### config.mk
export PLATFORM = sky130hd
export DESIGN_NAME = pll_lock_seq
export DESIGN_NICKNAME = d
export VERILOG_FILES = /design/src/rtl/pll_seq_pkg.sv /design/src/rtl/pll_lock_sync.sv /design/src/rtl/pll_lock_seq.sv
export SDC_FILE = /design/constraint.sdc
export NUM_CORES = 1
export LEC_CHECK = 0
export BUFFER_PORTS_ARGS = -buffer_cell sky130_fd_sc_hd__buf_2
export CORE_MARGIN = 4
export CORE_UTILIZATION = 30
export CTS_BUF_LIST = sky130_fd_sc_hd__clkbuf_4 sky130_fd_sc_hd__clkbuf_8 sky130_fd_sc_hd__clkbuf_16
export DETAILED_ROUTE_END_ITERATION = 8
export GPL_TIMING_DRIVEN = 0
export PLACE_DENSITY = 0.48
export SYNTH_ARGS = -nofsm -noshare
export SYNTH_HDL_FRONTEND = slang
export SYNTH_SLANG_ARGS = --single-unit
export TNS_END_PERCENT = 5
### constraint.sdc
create_clock -name clk -period 1.9 [get_ports clk]
set_input_delay 0 -clock clk [delete_from_list [all_inputs] [get_ports clk]]
set_output_delay 0 -clock clk [all_outputs]
set_load 0.01 [all_outputs]
### src/rtl/pll_seq_pkg.sv
// pll_seq_pkg: shared state encoding, retry counter width and per-state output decode
package pll_seq_pkg;
   typedef enum logic [2:0] {OFF, RESET, WAIT_LOCK, RUN, FAULT} state_t;
   localparam int RETRY_W = 2;
   typedef struct packed {
      logic pwd;
      logic prst;
      logic rst_out;
      logic locked;
      logic fault;
   } outs_t;
   function automatic outs_t decode(state_t s);
      outs_t o;
      o.pwd     = (s == OFF) || (s == FAULT);
      o.prst    = (s == OFF) || (s == RESET) || (s == FAULT);
      o.rst_out = s != RUN;
      o.locked  = s == RUN;
      o.fault   = s == FAULT;
      return o;
   endfunction
endpackage

### src/rtl/pll_lock_sync.sv
// pll_lock_sync: 2-flop synchronizer for the raw PLL lock, async reset to 0
module pll_lock_sync (
   input  logic clk,
   input  logic rst,
   input  logic lock_i,
   output logic lock_s_o
);
   logic meta_q;
   always_ff @(posedge clk or posedge rst)
      if (rst) {lock_s_o, meta_q} <= '0;
      else     {lock_s_o, meta_q} <= {meta_q, lock_i};
endmodule

### src/rtl/pll_lock_seq.sv
// pll_lock_seq: PLL power-up/lock/recovery sequencer on the free-running reference clock.
// PLL_SEQ_RETRY_EN enables retry counting before FAULT; otherwise the first timeout faults.
module pll_lock_seq
   import pll_seq_pkg::*;
#(
   parameter int RST_CYCLES   = 1000,
   parameter int LOCK_STABLE  = 1024,
   parameter int LOCK_TIMEOUT = 500000,
   parameter int MAX_RETRY    = 3
) (
   input  logic               clk,
   input  logic               rst,
   input  logic               enable,
   input  logic               pll_lock,
   output logic               pll_pwd,
   output logic               pll_reset,
   output logic               rst_out,
   output logic               locked,
   output logic               fault,
   output logic [RETRY_W-1:0] retry_cnt
);
`ifdef PLL_SEQ_RETRY_EN
   localparam bit RETRY_EN = 1'b1;
`else
   localparam bit RETRY_EN = 1'b0;
`endif
   localparam int CYC_MAX = RST_CYCLES > LOCK_TIMEOUT ? RST_CYCLES : LOCK_TIMEOUT;
   localparam int CW = $clog2(CYC_MAX) + 1;
   localparam int SW = $clog2(LOCK_STABLE) + 1;
   state_t             state_q, state_d;
   logic [CW-1:0]      cyc_q, cyc_d;
   logic [SW-1:0]      stable_q, stable_d;
   logic [RETRY_W-1:0] retry_q, retry_d;
   logic [RETRY_W:0]   retry_inc;
   outs_t              out_q;
   logic               lock_s;
   pll_lock_sync u_sync (.clk(clk), .rst(rst), .lock_i(pll_lock), .lock_s_o(lock_s));
   assign retry_inc = {1'b0, retry_q} + (RETRY_W+1)'(1);
   always_comb begin
      state_d  = state_q;
      cyc_d    = '0;
      stable_d = '0;
      retry_d  = retry_q;
      if (!enable) begin
         state_d = OFF;
         retry_d = '0;
      end else begin
         case (state_q)
            OFF: state_d = RESET;
            RESET: begin
               cyc_d = cyc_q + CW'(1);
               if (cyc_q == CW'(RST_CYCLES - 1)) state_d = WAIT_LOCK;
            end
            WAIT_LOCK: begin
               cyc_d    = cyc_q + CW'(1);
               stable_d = lock_s ? stable_q + SW'(1) : '0;
               // stable lock is tested first so it wins a same-cycle timeout
               if (stable_q == SW'(LOCK_STABLE)) begin
                  state_d = RUN;
                  retry_d = '0;
               end else if (cyc_q == CW'(LOCK_TIMEOUT)) begin
                  retry_d = !RETRY_EN ? '0 : retry_inc[RETRY_W] ? '1 : retry_inc[RETRY_W-1:0];
                  state_d = (!RETRY_EN || int'(retry_inc) > MAX_RETRY) ? FAULT : RESET;
               end
            end
            RUN: state_d = lock_s ? RUN : RESET;
            FAULT: state_d = FAULT;
            default: state_d = OFF;
         endcase
      end
      if (state_d != state_q) begin
         cyc_d    = '0;
         stable_d = '0;
      end
   end
   always_ff @(posedge clk or posedge rst)
      if (rst) begin
         state_q  <= OFF;
         cyc_q    <= '0;
         stable_q <= '0;
         retry_q  <= '0;
         out_q    <= decode(OFF);
      end else begin
         state_q  <= state_d;
         cyc_q    <= cyc_d;
         stable_q <= stable_d;
         retry_q  <= retry_d;
         out_q    <= decode(state_d);
      end
   assign {pll_pwd, pll_reset, rst_out, locked, fault} = out_q;
   assign retry_cnt = retry_q;
endmodule

==> qor.yml, run 1 <==
outcome:
  status: "complete, no violations"
power:
  power.leakage_nw: 1.02
  peakVddDrop_mv: 0.438
  power_per_cell_area_nw_per_um2: 687
critical_path:
  cp.arrival_ns: 2.07
  criticalPathCategory: "flip-flop to flip-flop"
  crit_path_start_kind: "flip-flop"
  crit_path_end_kind: "flip-flop"
  required_ns: 2.08
  cp_max_fo: 7
timing:
  hold_viol: 0
  period_minus_slack_ns: 1.88
  whs_ns: 0.264
  fmax_mhz: 531
  fin_crit_sh: 0.992
  finClkSkew_ns: 0.00994
  setup_ws_ns: 0.0160
  finalMaxSlewViolations: 0
  worst_pin_slew_ns: 0.552
  rsz0062_at_grt: "yes"
  setup_violations: 0
  relSlewSlack: 0.631
yosys:
  synth-async-reset-ratio: 1.00
  synth_top_family_by_area: "simple AND/OR/NAND/NOR gates"
  synth.ff_latch_count: 41
  synth_compound_area_frac: 0.0753
  yosysSeqAreaShare: 0.504
  synth-edff-count: 0
  synth_warnings: 0
  synth-simple-area-share: 0.258
  synth_area_leader_cell: "dfrtp_1"
  synth_xor_area_frac: 0.107
  syn_area_sq_um: 2040
  syn_area_per_cell_sq_um: 10.1
  synthCells: 203
  synth_top_area_frac: 0.465
  synth_flop_cell: "dfrtp_1"
  synthMuxAreaShare: 0
  yosysUniqueCellTypes: 42
  synth_fa_ha_area_frac: 0.0245
  synth_area_leaders: "dfrtp_1 (47%), xor2_1 (7.7%), nor2_1 (7.0%), dfstp_2 (3.9%), nand3_1 (3.4%)"
global_route:
  grt_max_degree: 42
  overflow: 0
  grt_pass1_vias: 1476
  grt_pass1_wl_microns: 6990
  antenna_found_initial: 0
  grtUsageTotal: 0.105
layout:
  fillerInstances: 652
  layout-drive-gt1-share: 0.207
  multi_input_area_sq_um: 1010
  seq_area_sq_um: 1030
  synthToLayoutAreaGrowth_pct: 18.5
  num-nets-final: 234
  insertedDiodeCount: 0
  finalNonFillerCells: 304
route:
  drt_iter0_markers: 40
  post-route-drc-count: 0
  first_pass_iters: 4
  vias: 1478
  wl_microns: 3870
  vias_per_cell: 4.86
  ant_nets: 0
  wl_per_cell_microns: 12.7
place:
  place_inst: 290
  place.port_buffers: 8
  gp_congestion: 0.745
  post-dp-hpwl_microns: 2790
  dpl_worst_slack_ns: -0.0893
worst_hold_path:
  hp-class: "input pin to async pin"
cts:
  worstSkewPairLatency_ns: 0.29
  cts_buffers: 5
  cts_tree: "yes"
  cts.reportedPaths.clkPinSlew_ns: 0.08
  ctsLongestPathBuffers: 2
  cts_max_level: 2
  clockRootBuffer: "clkbuf_8"
  cts.sinks: 41
floorplanning:
  fp.dieArea_sq_um: 8200
  die_width_microns: 90.6
  rows: 29
  ios: 11
  start_util: 0.315
  die_h_microns: 90.6
  core_sq_um: 6490
flow_run:
  max_cap_viol_count: 0
## cells by family after synthesis
logic type | Yosys count
other cells | 1
flops | 41
buf+inv | 12
simple gates | 102
xor+xnor | 25
fa+ha+maj | 4
compound gates | 18
## where the power goes
part	switching (mW)	total [mW]	internal (mW)	leakage [nW]
Clock	0.302	0.706	0.404	0.0586
Sequential	0.00507	0.884	0.879	0.550
Combinational	0.0413	0.0733	0.0320	0.407
## path summary, 6_finish.rpt
path	slack, ns	startpoint	to	cells past startpoint
worst max-delay path	0.02	cyc_q[0]	stable_q[9]	7
worst min-delay path	0.26	rst	cyc_q[1]	4
worst max register to register	0.02	cyc_q[0]	stable_q[9]	7
worst min register to register	0.36	u_sync.meta_q	u_sync.lock_s_o	0
max in group asynchronous	1.36	rst	rst_out	4
min in group clk	0.36	u_sync.meta_q	u_sync.lock_s_o	0
## layer usage
metal  share of wire  GRT usage  vias to the layer above
met5               0          0                        -
met4           0.013     0.0344                        0
met3           0.031     0.0308                        5
met2            0.45      0.159                       16
met1            0.51      0.142                      723
li1                -          -                      734
## critical path, cell delays in order, from the launching register on
cell      delay [ns]
dfrtp_1         0.41
inv_1           0.07
ha_1            0.14
nor4b_4         0.18
nand3b_1        0.19
or3_4           0.47
o21ai_4         0.25
nor2_1          0.07
## state kept, by name, summed over array words and instances, names as in the netlist
| name | flops |
|---|---|
| cyc_q | 20 |
| stable_q | 11 |
| state_q | 3 |
| fault | 1 |
| locked | 1 |
| pll_pwd | 1 |
| pll_reset | 1 |
| rst_out | 1 |
| u_sync.lock_s_o | 1 |
| u_sync.meta_q | 1 |
## layout by cell type, fill, tap and decap left out, drive strengths merged, types with 3 or more instances in the layout
cell type	instances
and3	6
buf	15
clkbuf	6
dfrtp	38
dfstp	3
dlygate4sd3	3
ha	4
inv	9
nand2	13
nand3	14
nand4	9
nor2	38
nor3	3
nor4b	4
o21a	3
o21ai	5
xnor2	7
xor2	18
## synth_stat cells (2+ instances only)
library cell  count
nand2_1          13
dfrtp_1          38
nor3b_1           2
nor4b_1           4
nor2_1           38
buf_4             2
ha_1              4
a21oi_1           2
dfstp_2           3
o21a_1            3
xnor2_1           7
xor2_1           18
and3_1            6
o21ai_0           4
inv_1             9
nand4_1           9
nor3_1            2
nor2b_1           2
nand3_1          14
## through the flow
stage                     setup TNS, ns  total power [mW]  cell area, sq um  utilization
final                                 0              1.66              2420        0.373
after floorplan                       0             0.943              2050            -
after detailed placement          -1.49             0.967              2200        0.339
after global routing              -1.74              1.74              2420        0.373
after CTS                             0              1.69              2370        0.364
after global placement            -1.40             0.962              2180        0.336
## layout make-up
type	count	share of cell area
inverters	9	0.0139
multi-input cells	151	0.416
plain buffers	3	0.0108
well taps	77	0.0398
clock inverters	2	0.0145
clock buffers	6	0.0315
flip-flops and latches	41	0.427
repair buffers	15	0.0465
## what timing repair did
item,CTS,global route
buffers inserted,1,2
pin swaps,3,13
endpoints found under the setup margin,25,36
resized for setup,3,9
hold buffers,3,0
hold endpoints to repair,44,0
Note: power is estimated with default switching activity, not from simulation.
==> inputs of run 2 (changes only) <==
CTS_BUF_LIST = default   (was sky130_fd_sc_hd__clkbuf_4 sky130_fd_sc_hd__clkbuf_8 sky130_fd_sc_hd__clkbuf_16)
==> run 2 against run 1 <==
Compared with the run above:
- via count increased by 0.81%
- flip-flop and latch count unchanged
- final area increased by 0.36%
- worst setup slack got worse by 0.0011 ns
- register-to-register slack about the same
- sequential share of layout area decreased by 0.15 points
- die area unchanged
- hold slack got worse by 0.0074 ns
- critical path type unchanged
==> qor.yml, run 2 (same netlist as run 1, synthesis figures left out) <==
timing:
  hold_viol: 0  # unchanged
  relSlewSlack: 0.630  # about the same
  rsz0062_at_grt: "yes"
  worst_pin_slew_ns: 0.552  # +0.000442 ns
  finClkSkew_ns: 0.0128  # +0.00283 ns
  finalMaxSlewViolations: 0  # unchanged
  whs_ns: 0.257  # -0.00741 ns
  fmax_mhz: 530  # about the same
  tns_ns: 0  # unchanged
  period_minus_slack_ns: 1.89  # +0.00107 ns
  setup_ws_ns: 0.0149  # -0.00107 ns
  setup_violations: 0  # unchanged
  fin_crit_sh: 0.992  # about the same
layout:
  insertedDiodeCount: 0  # unchanged
  largest_reg_flops: 20  # unchanged
  finalNonFillerCells: 305  # +0.33%
  num-nets-final: 235  # +0.43%
  final_common_cell: "nor2_1"
  layout_common_cells: "nor2_1 (38), dfrtp_1 (35), xor2_1 (18)"
  final_area_sq_um: 2430  # +0.36%
  top_regs: "cyc_q: 20 flops, stable_q: 11 flops, state_q: 3 flops"
  synthToLayoutAreaGrowth_pct: 18.9
  finish.utilization: 0.374  # +0.00135
  top_register: "cyc_q"
  layout-drive-gt1-share: 0.206  # -0.000908
global_route:
  use_met1: 0.142  # -0.000520
  overflow: 0  # unchanged
  grt_max_degree: 42  # unchanged
  grt_use_met3: 0.0308  # unchanged
  grt.busiest_layer: "met2"
  grt_util_met2: 0.159  # unchanged
  grt_pass1_vias: 1476  # unchanged
  antenna_found_initial: 0  # unchanged
  grtUsageTotal: 0.105  # -0.000176
  grt_pass1_wl_microns: 6960  # -0.39%
critical_path:
  cp.arrival_ns: 2.07  # about the same
  criticalPathCategory: "flip-flop to flip-flop"
  cp_max_fo: 7  # unchanged
  crit_path_end_kind: "flip-flop"
  required_ns: 2.08  # about the same
  crit_path_start_kind: "flip-flop"
cts:
  clockRootBuffer: "clkbuf_8"
  cts_tree: "yes"
  cts.sinks: 41  # unchanged
  ctsLongestPathBuffers: 2  # unchanged
  worstSkewPairLatency_ns: 0.29  # about the same
  cts_buffers: 5  # unchanged
  cts_max_level: 2  # unchanged
  cts.reportedPaths.clkPinSlew_ns: 0.09  # about the same
power:
  peakVddDrop_mv: 0.440  # +0.29%
  power_per_cell_area_nw_per_um2: 681  # -0.80%
  power.leakage_nw: 1.02  # +0.36%
  fin_total_pwr_mw: 1.66  # -0.44%
route:
  wl_microns: 3910  # +0.93%
  first_pass_iters: 4  # unchanged
  wl_per_cell_microns: 12.8  # +0.60%
  drt_iter0_markers: 43  # +7.5%
  ant_nets: 0  # unchanged
  vias: 1490  # +0.81%
  vias_per_cell: 4.89  # +0.48%
  post-route-drc-count: 0  # unchanged
outcome:
  status: "complete, no violations"
floorplanning:
  fp.dieArea_sq_um: 8200  # unchanged
  ios: 11  # unchanged
  die_width_microns: 90.6  # unchanged
  core_sq_um: 6490  # unchanged
  die_h_microns: 90.6  # unchanged
  start_util: 0.315  # unchanged
  rows: 29  # unchanged
place:
  place_inst: 290  # unchanged
  dpl_cell_area_sq_um: 2200  # unchanged
  dpl_worst_slack_ns: -0.0893  # unchanged
  place.port_buffers: 8  # unchanged
  gp_congestion: 0.745  # unchanged
  post-dp-hpwl_microns: 2790  # unchanged
flow_run:
  max_cap_viol_count: 0  # unchanged
worst_hold_path:
  hp-class: "input pin to async pin"
==> run 2: power by group <==
part | switching, mW | internal (mW) | leakage (nW) | total [mW]
clock | 0.306 | 0.390 | 0.0552 | 0.697
sequential | 0.00560 | 0.879 | 0.550 | 0.885
combinational | 0.0414 | 0.0333 | 0.414 | 0.0747
total | 0.353 | 1.30 | 1.02 | 1.66
==> run 2: final timing paths <==
path,startpoint,end,slack (ns),cells after the start
min,rst,cyc_q[1],0.26,4
max in group asynchronous,rst,rst_out,1.36,4
min in group clk,u_sync.meta_q,u_sync.lock_s_o,0.36,0
min reg2reg,u_sync.meta_q,u_sync.lock_s_o,0.36,0
max,cyc_q[0],stable_q[9],0.01,7
max reg2reg,cyc_q[0],stable_q[9],0.01,7
==> run 2: cell type report <==
cell class | count | area, sq um
buffer | 3 | 26.3
clock buffer | 6 | 72.6
clock inverter | 2 | 35.0
fill | 652 | 4060
inverter | 9 | 33.8
multi-input combinational | 151 | 1010
sequential | 41 | 1030
tap | 77 | 96.3
timing repair buffer | 16 | 120
==> run 2: critical path, cell delays in order (launching register included) <==
cell	delay, ns
dfrtp_1	0.41
inv_1	0.07
ha_1	0.14
nor4b_4	0.18
nand3b_1	0.19
or3_4	0.47
o21ai_4	0.25
nor2_1	0.07
==> run 2: per-layer routing <==
layer / up-vias / wire (microns) / part of all wire
met5: - / 0 / 0
met4: 0 / 52 / 0.013
met2: 16 / 1760 / 0.45
met3: 5 / 117 / 0.030
met1: 732 / 1980 / 0.51
li1: 737 / - / -
==> run 2: timing repair <==
action	CTS	global route
setup buffers	1	3
endpoints found under the setup margin	25	36
hold endpoints to repair	44	0
hold buffers	3	0
pin swaps	3	12
gates resized for setup	3	10
==> inputs of run 3 (changes only) <==
SETUP_SLACK_MARGIN = 0.05   (was default)
==> run 3 against run 2 <==
Compared with the run above:
- core utilization grew 0.40 points
- first-iteration DRC count fell by 19%
- die area stayed put
- flip-flop and latch count unchanged
- final cell count increased by 0.33%
- clock skew is 0.0025 ns lower
- hold slack better by 0.0053 ns
- clock power barely moved
- via count is 0.40% higher
- worst setup slack improved by 0.014 ns
- critical path type unchanged
- critical endpoint is now stable_q[2]
- largest cell class unchanged
==> qor.yml, run 3 (same netlist as run 1, synthesis figures left out) <==
cts:
  cts_tree: "yes"
  ctsLongestPathBuffers: 2  # unchanged
  cts.sinks: 41  # unchanged
  cts_max_level: 2  # unchanged
  worstSkewPairLatency_ns: 0.29  # about the same
  cts.reportedPaths.clkPinSlew_ns: 0.08  # about the same
  clockRootBuffer: "clkbuf_8"
  cts_buffers: 5  # unchanged
critical_path:
  crit_path_end_kind: "flip-flop"
  crit_path_start_kind: "flip-flop"
  cp_max_fo: 5  # -2
  required_ns: 2.08  # about the same
  cp.arrival_ns: 2.05  # -0.02 ns
  criticalPathCategory: "flip-flop to flip-flop"
layout:
  top_regs: "cyc_q: 20 flops, stable_q: 11 flops, state_q: 3 flops"
  largest_reg_flops: 20  # unchanged
  num-nets-final: 236  # +0.43%
  final_common_cell: "nor2_1"
  top_register: "cyc_q"
  fillerInstances: 651  # -0.15%
  insertedDiodeCount: 0  # unchanged
  synthToLayoutAreaGrowth_pct: 20.2
  layout-drive-gt1-share: 0.227  # +0.0209
  layout_common_cells: "nor2_1 (37), dfrtp_1 (35), xor2_1 (18)"
route:
  ant_nets: 0  # unchanged
  vias: 1496  # +0.40%
  post-route-drc-count: 0  # unchanged
  first_pass_iters: 4  # unchanged
  wl_microns: 3960  # +1.3%
  wl_per_cell_microns: 12.9  # +0.95%
  drt_iter0_markers: 35  # -19%
  vias_per_cell: 4.89  # about the same
timing:
  setup_ws_ns: 0.0288  # +0.0139 ns
  hold_viol: 0  # unchanged
  finClkSkew_ns: 0.0102  # -0.00252 ns
  finalMaxSlewViolations: 0  # unchanged
  worst_pin_slew_ns: 0.547  # -0.00538 ns
  whs_ns: 0.262  # +0.00526 ns
  relSlewSlack: 0.634  # +0.00360
  fmax_mhz: 534  # +0.74%
  setup_violations: 0  # unchanged
  fin_crit_sh: 0.985  # -0.00733
  rsz0062_at_grt: "yes"
  period_minus_slack_ns: 1.87  # -0.0139 ns
floorplanning:
  start_util: 0.315  # unchanged
  die_width_microns: 90.6  # unchanged
  rows: 29  # unchanged
  core_sq_um: 6490  # unchanged
  die_h_microns: 90.6  # unchanged
  fp.dieArea_sq_um: 8200  # unchanged
  ios: 11  # unchanged
power:
  peakVddDrop_mv: 0.431  # -1.9%
  power_per_cell_area_nw_per_um2: 675  # -0.87%
  power.leakage_nw: 1.03  # +0.70%
place:
  gp_congestion: 0.745  # unchanged
  dpl_worst_slack_ns: -0.0893  # unchanged
  place.port_buffers: 8  # unchanged
  post-dp-hpwl_microns: 2790  # unchanged
global_route:
  grt_pass1_wl_microns: 6980  # +0.29%
  antenna_found_initial: 0  # unchanged
  grt_max_degree: 42  # unchanged
  grt_pass1_vias: 1490  # +0.95%
  grtUsageTotal: 0.105  # +0.000352
  overflow: 0  # unchanged
flow_run:
  max_cap_viol_count: 0  # unchanged
outcome:
  status: "complete, no violations"
worst_hold_path:
  hp-class: "input pin to async pin"
## run 3: repair_timing
item	in CTS	in global routing
hold buffers	3	0
setup buffers	3	2
gates cloned	0	0
resized for setup	2	16
pin swaps	10	9
endpoints found under the hold margin	44	0
endpoints found under the setup margin	30	38
## run 3: critical path, stage by stage (launching register included)
cell	delay [ns]
dfrtp_1	0.42
nand2b_2	0.24
or4_4	0.52
o31a_2	0.36
nand4_1	0.15
nor2_1	0.07
## run 3: layout make-up
cell class              count  area, sq um  share of cell area
well taps                  77         96.3              0.0392
inverters                   9         33.8              0.0137
plain buffers               3         26.3              0.0107
clock inverters             2         35.0              0.0143
multi-input cells         151         1030               0.420
clock buffers               6         72.6              0.0295
repair buffers             17          128              0.0519
flip-flops and latches     41         1030               0.421
## run 3: power by group
group | switching [mW] | internal [mW] | total (mW)
clock | 0.304 | 0.390 | 0.694
sequential | 0.00544 | 0.879 | 0.885
combinational | 0.0445 | 0.0366 | 0.0812
## run 3: final timing paths
path                       cells after the start          start  slack, ns              end
setup / recovery                               5     state_q[1]       0.03      stable_q[2]
hold / removal                                 4            rst       0.26         cyc_q[1]
setup reg to reg                               5     state_q[1]       0.03      stable_q[2]
hold reg to reg                                0  u_sync.meta_q       0.36  u_sync.lock_s_o
max in group asynchronous                      4            rst       1.36          rst_out
min in group clk                               2       pll_lock       0.36    u_sync.meta_q
## run 3: routing by layer
metal  track usage  routed length, microns  vias up
li1              -                       -      742
met5             0                       0        -
met3        0.0308                     129        5
met4        0.0344                      55        0
met2         0.159                    1800       16
met1         0.143                    1970      733
## run 3: through the flow
stage	utilization	cell area, sq um	power (mW)	TNS (ns)	cells
4_1_cts	0.365	2370	1.68	0	304
3_3_place_gp	0.336	2180	0.962	-1.40	289
5_1_grt	0.378	2460	1.74	-1.69	306
6_report	0.378	2460	1.66	0	306
3_5_place_dp	0.339	2200	0.967	-1.49	290
2_1_floorplan	-	2050	0.943	0	204
